===== config.mk =====
export PLATFORM = sky130hd
export DESIGN_NAME = ws2812_frame_ctrl_flat
export DESIGN_NICKNAME = d
export VERILOG_FILES = /design/src/rtl/timing_constants.sv /design/src/rtl/ws2812_frame_ctrl_if.sv /design/src/rtl/pulse_timer.sv /design/src/rtl/ws2812_frame_ctrl.sv /design/src/flat_wrapper.sv
export SDC_FILE = /design/constraint.sdc
export NUM_CORES = 1
export LEC_CHECK = 0
export ABC_CLOCK_PERIOD_IN_PS = 1750
export CORE_MARGIN = 2
export CORE_UTILIZATION = 52
export DETAILED_ROUTE_END_ITERATION = 6
export HOLD_SLACK_MARGIN = 0.1
export PLACE_DENSITY_LB_ADDON = 0.25
export SKIP_CTS_REPAIR_TIMING = 1
export SKIP_LAST_GASP = 1
export SLEW_MARGIN = 10
export SYNTH_ARGS = -nofsm -noshare
export SYNTH_HDL_FRONTEND = slang
export SYNTH_SLANG_ARGS = --single-unit

===== constraint.sdc =====
create_clock -name i_clk -period 1.75 [get_ports i_clk]
set_input_delay 0.35 -clock i_clk [delete_from_list [all_inputs] [get_ports i_clk]]
set_output_delay 0.35 -clock i_clk [all_outputs]
set_load 0.01 [all_outputs]

===== src/rtl/timing_constants.sv =====
// Timing constants and frame state encoding shared by the WS2812 frame controller,
// the reshaper and the encoder.
package timing_constants;

  localparam int unsigned RESET_CYCLES           = 2500;
  localparam int unsigned BIT1_THRESHOLD         = 32;
  // Shortest legal high time the encoder ever produces; anything shorter is noise.
  localparam int unsigned T0H_CYCLES_ENCODER_MIN = 8;

  typedef enum logic [2:0] {
    SYNC,
    IDLE,
    HIGH,
    LOW,
    PASS
  } frame_state_t;

endpackage


===== src/rtl/ws2812_frame_ctrl_if.sv =====
// Signals between the input synchronizer, the frame controller and the reshaper.
// master: the frame controller side; slave: the surrounding pixel node.
interface ws2812_frame_ctrl_if #(
  parameter int unsigned BITS_PER_PIXEL = 24
) ();

  logic                      i_signal_synced;
  logic                      o_passthru_en;
  logic [BITS_PER_PIXEL-1:0] o_pixel;
  logic                      o_pixel_valid;
  logic                      o_frame_err;

  modport master (
    input  i_signal_synced,
    output o_passthru_en,
    output o_pixel,
    output o_pixel_valid,
    output o_frame_err
  );

  modport slave (
    output i_signal_synced,
    input  o_passthru_en,
    input  o_pixel,
    input  o_pixel_valid,
    input  o_frame_err
  );

endinterface


===== src/rtl/pulse_timer.sv =====
// Level tracker for the synchronized WS2812 line: edge flags plus a saturating
// run-length counter of the current level.
module pulse_timer #(
  parameter int unsigned CNT_W = 12
) (
  input  logic             clk_i,
  input  logic             rst_i,
  input  logic             sig_i,
  output logic             level_o,
  output logic             rise_o,
  output logic             fall_o,
  output logic [CNT_W-1:0] cnt_o
);

  logic             level_q;
  logic [CNT_W-1:0] cnt_q, cnt_d;

  // cnt_q is the number of cycles level_q has been held, counting the edge cycle as 1.
  always_comb begin
    cnt_d = cnt_q;
    if (sig_i != level_q) begin
      cnt_d = CNT_W'(1);
    end else if (cnt_q != {CNT_W{1'b1}}) begin
      cnt_d = cnt_q + CNT_W'(1);
    end
  end

  always_ff @(posedge clk_i) begin
    if (rst_i) begin
      level_q <= 1'b0;
      cnt_q   <= '0;
    end else begin
      level_q <= sig_i;
      cnt_q   <= cnt_d;
    end
  end

  assign level_o = level_q;
  assign rise_o  = sig_i & ~level_q;
  assign fall_o  = ~sig_i & level_q;
  assign cnt_o   = cnt_q;

endmodule


===== src/rtl/ws2812_frame_ctrl.sv =====
// WS2812 frame controller: captures this node's pixel, then enables passthrough until latch.
// Optional high-glitch rejection is enabled by defining WS2812_FRAME_CTRL_GLITCH_FILTER_EN.
module ws2812_frame_ctrl #(
  parameter int unsigned BITS_PER_PIXEL = 24,
  parameter int unsigned BIT1_THRESHOLD = timing_constants::BIT1_THRESHOLD,
  parameter int unsigned RESET_CYCLES   = timing_constants::RESET_CYCLES,
  parameter int unsigned CNT_W          = 12
) (
  input logic                 i_clk,
  input logic                 i_reset,
  ws2812_frame_ctrl_if.master ctrl
);

  import timing_constants::frame_state_t;
  import timing_constants::SYNC;
  import timing_constants::IDLE;
  import timing_constants::HIGH;
  import timing_constants::LOW;
  import timing_constants::PASS;
`ifdef WS2812_FRAME_CTRL_GLITCH_FILTER_EN
  import timing_constants::T0H_CYCLES_ENCODER_MIN;
  localparam logic [CNT_W-1:0] GlitchCnt = CNT_W'(T0H_CYCLES_ENCODER_MIN);
`endif

  localparam int unsigned      BCW      = $clog2(BITS_PER_PIXEL + 1);
  localparam logic [CNT_W-1:0] LatchCnt = CNT_W'(RESET_CYCLES);
  localparam logic [CNT_W-1:0] Bit1Cnt  = CNT_W'(BIT1_THRESHOLD);
  localparam logic [BCW-1:0]   LastBit  = BCW'(BITS_PER_PIXEL - 1);

  logic             level, rise, fall;
  logic [CNT_W-1:0] cnt;

  pulse_timer #(
    .CNT_W (CNT_W)
  ) u_pulse_timer (
    .clk_i   (i_clk),
    .rst_i   (i_reset),
    .sig_i   (ctrl.i_signal_synced),
    .level_o (level),
    .rise_o  (rise),
    .fall_o  (fall),
    .cnt_o   (cnt)
  );

  frame_state_t              state_q, state_d;
  logic [BCW-1:0]            bit_cnt_q, bit_cnt_d;
  logic [BITS_PER_PIXEL-1:0] shift_q, shift_d;
  logic [BITS_PER_PIXEL-1:0] pixel_q, pixel_d;
  logic                      passthru_q, passthru_d;
  logic                      valid_q, valid_d;
  logic                      err_q, err_d;
  logic                      latch, bit_val, glitch;

  // A rising edge in the latch cycle leaves level low but sets rise, so it wins.
  assign latch   = ~level & ~rise & (cnt == LatchCnt);
  assign bit_val = (cnt >= Bit1Cnt);
`ifdef WS2812_FRAME_CTRL_GLITCH_FILTER_EN
  assign glitch  = (cnt < GlitchCnt);
`else
  assign glitch  = 1'b0;
`endif

  always_comb begin
    state_d   = state_q;
    bit_cnt_d = bit_cnt_q;
    shift_d   = shift_q;
    pixel_d   = pixel_q;
    valid_d   = 1'b0;
    err_d     = 1'b0;
    unique case (state_q)
      SYNC: begin
        if (latch) state_d = IDLE;
      end
      IDLE: begin
        bit_cnt_d = '0;
        shift_d   = '0;
        if (rise) state_d = HIGH;
      end
      HIGH: begin
        if (fall) begin
          if (glitch) begin
            state_d = (bit_cnt_q == '0) ? IDLE : LOW;
          end else begin
            shift_d   = {shift_q[BITS_PER_PIXEL-2:0], bit_val};
            bit_cnt_d = bit_cnt_q + BCW'(1);
            state_d   = (bit_cnt_q == LastBit) ? PASS : LOW;
          end
        end
      end
      LOW: begin
        if (rise) begin
          state_d = HIGH;
        end else if (latch) begin
          err_d     = 1'b1;
          bit_cnt_d = '0;
          shift_d   = '0;
          state_d   = IDLE;
        end
      end
      PASS: begin
        // Edges here belong to downstream pixels; only the latch matters.
        if (latch) begin
          pixel_d = shift_q;
          valid_d = 1'b1;
          state_d = IDLE;
        end
      end
      default: state_d = SYNC;
    endcase
    passthru_d = (state_d == PASS);
  end

  always_ff @(posedge i_clk) begin
    if (i_reset) begin
      state_q    <= SYNC;
      bit_cnt_q  <= '0;
      shift_q    <= '0;
      pixel_q    <= '0;
      passthru_q <= 1'b0;
      valid_q    <= 1'b0;
      err_q      <= 1'b0;
    end else begin
      state_q    <= state_d;
      bit_cnt_q  <= bit_cnt_d;
      shift_q    <= shift_d;
      pixel_q    <= pixel_d;
      passthru_q <= passthru_d;
      valid_q    <= valid_d;
      err_q      <= err_d;
    end
  end

  assign ctrl.o_passthru_en = passthru_q;
  assign ctrl.o_pixel       = pixel_q;
  assign ctrl.o_pixel_valid = valid_q;
  assign ctrl.o_frame_err   = err_q;

endmodule


===== src/flat_wrapper.sv =====
// flat-port wrapper written by rule: the top's interface ports become plain ports
module ws2812_frame_ctrl_flat import timing_constants::frame_state_t; import timing_constants::SYNC; import timing_constants::IDLE; import timing_constants::HIGH; import timing_constants::LOW; import timing_constants::PASS;
#(
  parameter int unsigned BITS_PER_PIXEL = 24,
  parameter int unsigned BIT1_THRESHOLD = timing_constants::BIT1_THRESHOLD,
  parameter int unsigned RESET_CYCLES   = timing_constants::RESET_CYCLES,
  parameter int unsigned CNT_W          = 12
)
  (i_clk, i_reset, ctrl_i_signal_synced, ctrl_o_passthru_en, ctrl_o_pixel, ctrl_o_pixel_valid, ctrl_o_frame_err);
  ws2812_frame_ctrl_if #(.BITS_PER_PIXEL(BITS_PER_PIXEL)) ctrl_i ();
  input logic i_clk;
  input logic i_reset;
  input wire logic [$bits(ctrl_i.i_signal_synced)-1:0] ctrl_i_signal_synced;
  output wire logic [$bits(ctrl_i.o_passthru_en)-1:0] ctrl_o_passthru_en;
  output wire logic [$bits(ctrl_i.o_pixel)-1:0] ctrl_o_pixel;
  output wire logic [$bits(ctrl_i.o_pixel_valid)-1:0] ctrl_o_pixel_valid;
  output wire logic [$bits(ctrl_i.o_frame_err)-1:0] ctrl_o_frame_err;
  assign ctrl_i.i_signal_synced = ctrl_i_signal_synced;
  assign ctrl_o_passthru_en = ctrl_i.o_passthru_en;
  assign ctrl_o_pixel = ctrl_i.o_pixel;
  assign ctrl_o_pixel_valid = ctrl_i.o_pixel_valid;
  assign ctrl_o_frame_err = ctrl_i.o_frame_err;
  ws2812_frame_ctrl #(.BITS_PER_PIXEL(BITS_PER_PIXEL), .BIT1_THRESHOLD(BIT1_THRESHOLD), .RESET_CYCLES(RESET_CYCLES), .CNT_W(CNT_W)) u_core (.i_clk(i_clk), .i_reset(i_reset), .ctrl(ctrl_i));
endmodule

Word level (Yosys, flattened, before mapping)
Index checks and enable logic that the tools add are counted.
{"block": "classes", "addsub": 2, "magnitude_cmp": 1, "eq_ne": 12, "mux": 17, "bitwise_logic": 9, "n_reduce_logical": 9}
{"op": "2-to-1 mux 24 bit", "count": 3}
{"op": "one-hot mux 24 bit (3 select lines)", "count": 1}
{"op": "2-to-1 mux 3 bit", "count": 5}
{"op": "2-to-1 mux 5 bit", "count": 3}
{"op": "one-hot mux 5 bit (3 select lines)", "count": 1}
{"op": "adder 12 x 1 -> 12 bit (second input constant)", "count": 1}
{"op": "== test 12 bit (second input constant)", "count": 1}
{"op": ">= comparator 12 x 6 -> 1 bit (second input constant)", "count": 1}
{"op": "inequality test 12 bit (second input constant)", "count": 1}
{"op": "one-hot mux 3 bit (4 select lines)", "count": 1}
{"op": "== test 3 x 2 -> 1 bit (second input constant)", "count": 2}
{"op": "== test 3 bit (second input constant)", "count": 2}
{"op": "OR reduction 2 bit", "count": 3}
{"op": "adder 5 x 1 -> 5 bit (second input constant)", "count": 1}
{"op": "== test 5 bit (second input constant)", "count": 1}
{"op": "NOT 1 bit", "count": 5}
{"op": "AND 1 bit", "count": 4}
{"op": "inequality test 2 x 1 -> 1 bit (second input constant)", "count": 2}
{"op": "AND reduction 4 bit", "count": 1}
{"op": "== test 3 x 1 -> 1 bit (second input constant)", "count": 1}
{"op": "zero test 3 bit", "count": 1}
{"op": "2-to-1 mux 1 bit", "count": 3}
{"op": "nonzero test 3 bit", "count": 1}
{"op": "OR reduction 3 bit", "count": 1}
{"op": "other kinds (4)", "count": 4}
{"block": "totals", "register_bits": 72, "input_bits": 3, "out_inout_bits": 27, "elab_cells": 60}

Depth between registers and ports, before layout
Gate-level depths: netlist of the first run.
{"block": "logic_depth", "ltp_word": 9, "ltp_mapped": 8, "ltp_nobuf": 6}

By module
A second synthesis of the first run with hierarchy kept.
{"block": "unflattened", "hier_cells": 356, "area_unflattened_um2": 3303.2}
{"module": "ws2812_frame_ctrl", "instances": 1, "cells_per_inst": 283, "area_per_inst_um2": 2653.8}
{"module": "pulse_timer", "instances": 1, "cells_per_inst": 73, "area_per_inst_um2": 649.4}

Worst setup path after synthesis of the first run
OpenSTA, ideal clock, no wires.
{"block": "synth_timing", "kind": "flip-flop to flip-flop", "from": "reg u_core.u_pulse_timer.cnt_q[0], in the netlist u_core.u_pulse_timer.cnt_o[0]", "to": "reg u_core.pixel_q[0], in the netlist u_core.ctrl.o_pixel[0]", "setup_ps": 119, "arrival_ps": 1532, "setup_slack_ps": 99, "stages_incl_launch_ff": 9, "path_buffers": 2, "cell_sequence": "dfxtp_1 inv_1 ha_1 and3b_1 and4_1 and3_1 buf_6 buf_8 mux2i_1"}
{"block": "synth_between", "elab_chain_len": 3}
{"item": "start: declaration", "line": "pulse_timer.sv:16", "source": "logic [CNT_W-1:0] cnt_q, cnt_d;"}
{"item": "start signal: assignment", "line": "pulse_timer.sv:34", "source": "cnt_q <= cnt_d;"}
{"item": "== test 12 bit", "line": "ws2812_frame_ctrl.sv:55", "source": "assign latch = ~level & ~rise & (cnt == LatchCnt);"}
{"item": "AND 1 bit", "line": "ws2812_frame_ctrl.sv:55"}
{"item": "AND reduction 2 bit (no line)"}
{"item": "end signal: assignment", "line": "ws2812_frame_ctrl.sv:126", "source": "pixel_q <= pixel_d;"}
{"item": "end: declaration", "line": "ws2812_frame_ctrl.sv:48", "source": "logic [BITS_PER_PIXEL-1:0] pixel_q, pixel_d;"}
Every way passes these cells.
A chain may end at the register's enable or synchronous reset.

Worst setup path in the final report of the first run
{"block": "layout_timing", "from": "reg u_core.u_pulse_timer.cnt_q[0], in the netlist u_core.u_pulse_timer.cnt_o[0]", "to": "reg u_core.pixel_q[22], in the netlist u_core.ctrl.o_pixel[22]"}
Same word-level chain as after synthesis.

==> flow_metrics.env, run 1 <==
export IMPL_syn_avg_cell_area_um2=9.43
export IMPL_critPathLaunchType="flip-flop"
export IMPL_drt_wirelength_per_cell_um=14.2
export IMPL_critPathSlowestCell="dfxtp_1"
export IMPL_cts_max_level=3
export IMPL_netlist_instances=361
export IMPL_min_path_type="in -> reg"
export IMPL_antenna_found_initial=0
export IMPL_drc_errors=0
export IMPL_ys_seq_area_share_pct=42.3
export IMPL_diodes=0
export IMPL_endpoint="u_core.ctrl.o_pixel[22]$_SDFFE_PP0P_"
export IMPL_synth_simple_gate_area_share_pct=23.4
export IMPL_postLayoutCellArea_mm2=0.00411
export IMPL_synth_xor_area_share_pct=1.29
export IMPL_min_period_ns=1.65
export IMPL_reg2reg_slack_ns=0.10
export IMPL_grtUsageTotal_pct=19.3
export IMPL_synth_fp_nets=370
export IMPL_tritoncts="yes"
export IMPL_antenna_left=0
export IMPL_critPathMaxFanout=6
export IMPL_vias_per_cell=5.66
export IMPL_rsz0062_at_grt="no"
export IMPL_setup_worst_path_start="u_core.u_pulse_timer.cnt_o[0]$_SDFFE_PP0P_"
export IMPL_critPathKind="reg -> reg"
export IMPL_yosys_area_share_adder_pct=2.20
export IMPL_ctsLongestPathBuffers=2
export IMPL_cap_violations=0
export IMPL_total_power_uw=2910
export IMPL_cp_data_arrival_time_ns=1.91
export IMPL_final_nets=407
export IMPL_grt_max_degree=48
export IMPL_path_buf_inv=2
export IMPL_clk_latency_ns=0.34
export IMPL_cts_buffers=9
export IMPL_hold_viol=0
export IMPL_critPathMaxStageDelay_ns=0.31
export IMPL_areaGrowthSynthToFinish_pct=20.7
export IMPL_yosys_cell_types_count=47
export IMPL_drt_iter0_drc=162
export IMPL_cts_root_buffer="clkbuf_8"
export IMPL_path_cells="inv_1, ha_1, and3b_1, and4_4, and3_4, buf_12, mux2i_2"
export IMPL_synth_edff_count=0
export IMPL_die_x_um=84.9
export IMPL_p_per_area_mw_per_mm2=707
export IMPL_ir_drop_uv=531
export IMPL_ys_warn_count=0
export IMPL_finClkSkew_ns=0.00776
export IMPL_overflow=0
export IMPL_routed_wl_um=6820
export IMPL_synthFlopType="dfxtp_1"
export IMPL_reg2regPathDepth=7
export IMPL_synth_area_mm2=0.00341
export IMPL_die_area_mm2=0.00721
export IMPL_portBuffers=29
export IMPL_dp_hpwl_um=4180
export IMPL_tightestPinTransition_ns=0.337
export IMPL_numClockSinks=72
export IMPL_worst_path_stages=7
export IMPL_crit_required_ns=2.01
export IMPL_grt_pass1_vias=2539
export IMPL_status="completed"
export IMPL_setup_viol=0
export IMPL_period_share_pct=94.2
export IMPL_max_freq_mhz=607
export IMPL_slew_viol_final=0
export IMPL_routabilityCongestion=0.788
export IMPL_dieHeight_um=84.9
export IMPL_rows=29
export IMPL_grt_pass1_wl_um=11400
export IMPL_path_delay_family="simple AND/OR/NAND/NOR gates"
export IMPL_ys_ff_latch=72
export IMPL_rr_startpoint="u_core.u_pulse_timer.cnt_o[0]$_SDFFE_PP0P_"
export IMPL_pre_cts_slack_ns=-0.433
export IMPL_maxSlewHeadroom_pct=77.5
export IMPL_clk_pin_slew_ns=0.07
export IMPL_yosysTopAreaCellShare_pct=42.3
export IMPL_coreArea_mm2=0.00635
export IMPL_timing_rr_end="u_core.ctrl.o_pixel[22]$_SDFFE_PP0P_"
export IMPL_synth_area_top_cells="dfxtp_1 (42%), nand2b_1 (9.0%), mux2i_1 (8.2%)"
export IMPL_worst_slack_ns=0.102
export IMPL_synthArstFlopShare_pct=0
export IMPL_synth_compound_area_share_pct=16.1
export IMPL_synth_top_family_by_area="simple AND/OR/NAND/NOR gates"
export IMPL_power_static_leakage_uw=0.00135
export IMPL_io_pins=30
export IMPL_post_dp_cell_area_mm2=0.00384
export IMPL_first_pass_iters=4
export IMPL_drive_gt1_share_pct=16.9
export IMPL_yosysTopAreaCell="dfxtp_1"
export IMPL_start_util_pct=53.6
export IMPL_vias=2719
export IMPL_synthMuxAreaShare_pct=8.23
export IMPL_endpoint_kind="flip-flop"
-- power breakdown --
| part | total [µW] | internal [µW] | switching, µW |
|---|---|---|---|
| clock | 1150 | 542 | 611 |
| sequential | 1650 | 1640 | 3.09 |
| combinational | 110 | 50.0 | 59.9 |
| total | 2910 | 2230 | 674 |
-- kinds of logic after synthesis --
kind of cell / count (synthesis)
and+or+nand+nor: 139
muxes: 28
DFF: 72
adders and majority gates: 6
buffers and inverters: 37
xor gates and xnor gates: 5
AOI/OAI and AO/OA: 74
-- state kept, by name, indices dropped and copies added (netlist names) --
| name | cells |
|---|---|
| u_core.bit_cnt_q | 5 |
| u_core.ctrl.o_frame_err | 1 |
| u_core.ctrl.o_passthru_en | 1 |
| u_core.ctrl.o_pixel | 24 |
| u_core.ctrl.o_pixel_valid | 1 |
| u_core.shift_q | 24 |
| u_core.state_q | 3 |
| u_core.u_pulse_timer.cnt_o | 12 |
| u_core.u_pulse_timer.level_o | 1 |
-- worst register-to-register path: stages, from the launching register on --
cell,delay (ns)
dfxtp_1,0.31
inv_1,0.06
ha_1,0.15
and3b_1,0.19
and4_4,0.23
and3_4,0.26
buf_12,0.16
mux2i_2,0.21
-- area by class of cell --
cell class                      instances  area, µm²
Clock inverter                          6       35.0
Tap cell                               77       96.3
Multi-Input combinational cell        252       1790
Fill cell                             518       2240
Timing Repair Buffer                   55        584
Inverter                                8       30.0
Clock buffer                           10        138
Sequential cell                        72       1440
-- worst min path at each step --
stage | cells after the start | slack (ns) | end | from
final | 2 | 0.31 | u_core.u_pulse_timer.cnt_o[0]$_SDFFE_PP0P_ | i_reset
after floorplan | 2 | 0.45 | u_core.ctrl.o_pixel[23]$_SDFFE_PP0P_ | u_core.shift_q[23]$_SDFFE_PP0P_
after global routing | 2 | 0.31 | u_core.u_pulse_timer.cnt_o[0]$_SDFFE_PP0P_ | i_reset
after global placement | 2 | 0.46 | u_core.ctrl.o_pixel[13]$_SDFFE_PP0P_ | u_core.ctrl.o_pixel[13]$_SDFFE_PP0P_
after detailed placement | 2 | 0.46 | u_core.ctrl.o_pixel[12]$_SDFFE_PP0P_ | u_core.ctrl.o_pixel[12]$_SDFFE_PP0P_
after CTS | 2 | 0.29 | u_core.u_pulse_timer.cnt_o[0]$_SDFFE_PP0P_ | i_reset
-- synthesized netlist by cell type, types with 2 or more instances --
master     n
a21oi_1   35
buf_2      6
a211oi_1   4
clkbuf_1  12
and3_1     2
xnor2_1    3
nor3_1     4
buf_6      6
dfxtp_1   72
mux2i_1   28
nor4_1     3
a311oi_2   8
nand3_1    4
a311oi_1  19
nand4_1    5
a31oi_1    2
and4_1     4
inv_1      8
ha_1       6
xor2_1     2
nor2_1    18
nor2b_1    3
nand2_1   31
or2_2      2
nor3b_1    2
buf_1      2
nand2b_1  49
buf_8      2
-- layer usage --
metal	track usage [%]	part of all wire, %	vias to the layer above	wire length, µm
li1	-	-	1374	-
met1	25.1	49	1295	3320
met2	31.0	47	41	3200
met3	3.70	2.6	9	174
met4	8.80	1.8	0	120
met5	0	0	-	0
-- stage by stage --
step / setup TNS (ns) / utilization [%] / cells / hold slack [ns]
6_report: 0 / 64.7 / 480 / 0.305
5_1_grt: 0 / 64.7 / 480 / 0.305
4_1_cts: -1.47 / 63.2 / 477 / 0.294
3_5_place_dp: -21.36 / 60.4 / 461 / 0.459
3_3_place_gp: -18.58 / 60.4 / 461 / 0.458
2_1_floorplan: 0 / - / 361 / 0.452
-- placed cells by master (no fill, tap or decap), types with 2 or more instances in the layout --
cell	count
a211oi_1	3
nor2b_1	3
buf_12	5
nand3_1	4
nand4_1	5
inv_1	7
a311oi_2	8
clkinv_2	4
nor4_1	3
mux2i_1	27
xnor2_1	3
clkbuf_8	10
a21oi_1	35
dfxtp_1	72
nor3b_1	2
a31oi_1	2
nor2_1	17
a311oi_1	19
nand2b_1	49
nand2_1	31
clkbuf_16	2
xor2_1	2
and4_4	2
or2_2	2
clkdlybuf4s50_1	27
ha_1	6
nor3_1	2
nor3_2	2
buf_4	18
and4_1	3
clkinvlp_4	2
(Power assumes the default switching activity.)
==> run 2: changes to the inputs <==
--- a/config.mk
+++ b/config.mk
@@ -5,9 +5,9 @@
 export SDC_FILE = /design/constraint.sdc
 export NUM_CORES = 1
 export LEC_CHECK = 0
-export ABC_CLOCK_PERIOD_IN_PS = 1750
+export ABC_CLOCK_PERIOD_IN_PS = 2150
 export CORE_MARGIN = 2
-export CORE_UTILIZATION = 52
+export CORE_UTILIZATION = 60
 export DETAILED_ROUTE_END_ITERATION = 6
 export HOLD_SLACK_MARGIN = 0.1
 export PLACE_DENSITY_LB_ADDON = 0.25
==> constraint.sdc (replaced) <==
create_clock -name i_clk -period 2.15 [get_ports i_clk]
set_input_delay 0.43 -clock i_clk [delete_from_list [all_inputs] [get_ports i_clk]]
set_output_delay 0.43 -clock i_clk [all_outputs]
set_load 0.01 [all_outputs]
==> run 2 against run 1 <==
Net effect:
- clock power is essentially flat
- clock-buffer cell count is the same
- clock skew up 0.0035 ns
- hold slack better by 0.17 ns
- non-clock buffer count fell by 13
- design area shrank 3.2%
- final cell count decreased by 3.8%
- flip-flop and latch count unchanged
- die area down 13%
- first-iteration DRC count fell by 0.62%
- combinational power is 31% lower
- critical path depth is the same
==> flow_metrics.env, run 2 (same netlist as run 1, synthesis figures left out) <==
export IMPL_vias_per_cell=5.70
export IMPL_period_share_pct=92.6
export IMPL_clk_pin_slew_ns=0.08
export IMPL_grt_pass1_vias=2395
export IMPL_dr_wl_met2_um=3130
export IMPL_rows=27
export IMPL_rr_startpoint="u_core.u_pulse_timer.cnt_o[0]$_SDFFE_PP0P_"
export IMPL_drc_errors=0
export IMPL_ctsLongestPathBuffers=2
export IMPL_switching_share_pct=21.4
export IMPL_cts_root_buffer="clkbuf_8"
export IMPL_top_layer_used="met4"
export IMPL_setup_tns_ns=0
export IMPL_power_frac_comb_pct=2.9
export IMPL_drive_gt1_share_pct=11.5
export IMPL_final_nets=394
export IMPL_io_pins=30
export IMPL_reg2regPathDepth=6
export IMPL_timing_rr_end="u_core.ctrl.o_passthru_en$_SDFF_PP0_"
export IMPL_routabilityCongestion=0.882
export IMPL_reg2reg_slack_ns=0.26
export IMPL_vias=2632
export IMPL_drt_wirelength_per_cell_um=13.9
export IMPL_wl_met3_um=170
export IMPL_finClkSkew_ns=0.0113
export IMPL_numClockSinks=72
export IMPL_antenna_found_initial=0
export IMPL_antenna_left=0
export IMPL_power_internal_uw=2020
export IMPL_hold_viol=0
export IMPL_cts_buffers=9
export IMPL_tritoncts="yes"
export IMPL_clk_latency_ns=0.35
export IMPL_holdWs_ns=0.474
export IMPL_start_util_pct=61.8
export IMPL_setup_worst_path_start="ctrl_i_signal_synced"
export IMPL_first_pass_iters=4
export IMPL_utilization_pct=72.3
export IMPL_tightestPinTransition_ns=0.441
export IMPL_p_per_area_mw_per_mm2=646
export IMPL_mostFrequentLayoutCell="dfxtp_1"
export IMPL_multi_input_area_mm2=0.00175
export IMPL_dp_hpwl_um=4210
export IMPL_min_period_ns=1.99
export IMPL_areaGrowthSynthToFinish_pct=16.9
export IMPL_endpoint="u_core.ctrl.o_passthru_en$_SDFF_PP0_"
export IMPL_cts_max_level=3
export IMPL_routed_wl_um=6400
export IMPL_pwr_share_clk_pct=44.9
export IMPL_ir_drop_uv=475
export IMPL_drt_iter0_drc=161
export IMPL_grtUsageTotal_pct=22.1
export IMPL_status="completed"
export IMPL_cap_violations=0
export IMPL_critPathMaxFanout=3
export IMPL_regArea_mm2=0.00144
export IMPL_grt_max_degree=65
export IMPL_setup_viol=0
export IMPL_max_freq_mhz=502
export IMPL_min_path_type="reg -> reg"
export IMPL_overflow=0
export IMPL_met1Wirelength_um=2960
export IMPL_rsz0062_at_grt="no"
export IMPL_diodes=0
export IMPL_final_cell_mix="dfxtp_1 (72), nand2b_1 (49), a21oi_1 (35)"
export IMPL_power_static_leakage_uw=0.00129
export IMPL_critPathLaunchType="input pin"
export IMPL_dieHeight_um=79.3
export IMPL_nFillCells=430
export IMPL_coreArea_mm2=0.00551
export IMPL_p_seq_share_pct=52.2
export IMPL_grt_pass1_wl_um=10900
export IMPL_die_x_um=79.3
export IMPL_slew_viol_final=0
export IMPL_endpoint_kind="flip-flop"
export IMPL_switching_power_uw=550
export IMPL_die_area_mm2=0.00629
export IMPL_crit_required_ns=2.38
export IMPL_portBuffers=29
export IMPL_cp_data_arrival_time_ns=2.22
export IMPL_critPathKind="in -> reg"
export IMPL_maxSlewHeadroom_pct=70.6
[run 2: cell types whose count changed in the layout (fill, tap and decap cells not counted), sizes merged]
cell,previous run,this run
clkbuf,12,10
buf,25,14
bufinv,0,2
clkinvlp,2,0
dlymetal6s2s,1,0
clkdlybuf4s50,27,28
[run 2: layout make-up]
cell class / count / share of cell area (%)
clock buffers: 10 / 3.21
clock inverters: 6 / 2.11
inverters: 8 / 0.754
multi-input cells: 252 / 43.9
flip-flops and latches: 72 / 36.2
well taps: 72 / 2.26
repair buffers: 42 / 11.5
[run 2: how the worst min path moves through the flow]
stage,startpoint,endpoint,slack [ns],cells past startpoint
2_1_floorplan,u_core.shift_q[23]$_SDFFE_PP0P_,u_core.ctrl.o_pixel[23]$_SDFFE_PP0P_,0.45,2
3_3_place_gp,u_core.ctrl.o_pixel[13]$_SDFFE_PP0P_,u_core.ctrl.o_pixel[13]$_SDFFE_PP0P_,0.46,2
3_5_place_dp,u_core.ctrl.o_pixel[18]$_SDFFE_PP0P_,u_core.ctrl.o_pixel[18]$_SDFFE_PP0P_,0.46,2
4_1_cts,u_core.ctrl.o_pixel[18]$_SDFFE_PP0P_,u_core.ctrl.o_pixel[18]$_SDFFE_PP0P_,0.48,2
5_1_grt,u_core.ctrl.o_pixel[18]$_SDFFE_PP0P_,u_core.ctrl.o_pixel[18]$_SDFFE_PP0P_,0.49,2
6_report,u_core.ctrl.o_pixel[16]$_SDFFE_PP0P_,u_core.ctrl.o_pixel[16]$_SDFFE_PP0P_,0.47,2
[run 2: per-layer routing]
metal / global-route usage [%] / up-vias
met5: 0 / -
met4: 10.7 / 0
met3: 4.32 / 13
met2: 36.7 / 42
met1: 27.4 / 1244
li1: - / 1333
[run 2: power groups by stage]
stage	clock network (µW)	logic (µW)	registers (µW)
after detailed placement	0	75.9	1370
after CTS	1170	76.2	1340
after global routing	1230	85.8	1340
after global placement	0	75.6	1370
final	1150	75.6	1340
after floorplan	0	58.7	1370
[run 2: critical path, stage by stage]
cell	delay [ns]
clkdlybuf4s50_1	0.47
inv_1	0.07
ha_1	0.19
and3b_1	0.17
and4_1	0.22
or3b_1	0.39
a211oi_1	0.29
[run 2: stage by stage]
stage                     total power (µW)  setup WS, ns  cells  area (µm²)
final                                 2570         0.159    462        3980
after global routing                  2660        0.0861    462        3980
after CTS                             2590         0.173    462        3980
after detailed placement              1450        -0.170    446        3770
after global placement                1450        -0.129    446        3770
after floorplan                       1430         0.481    361        3410
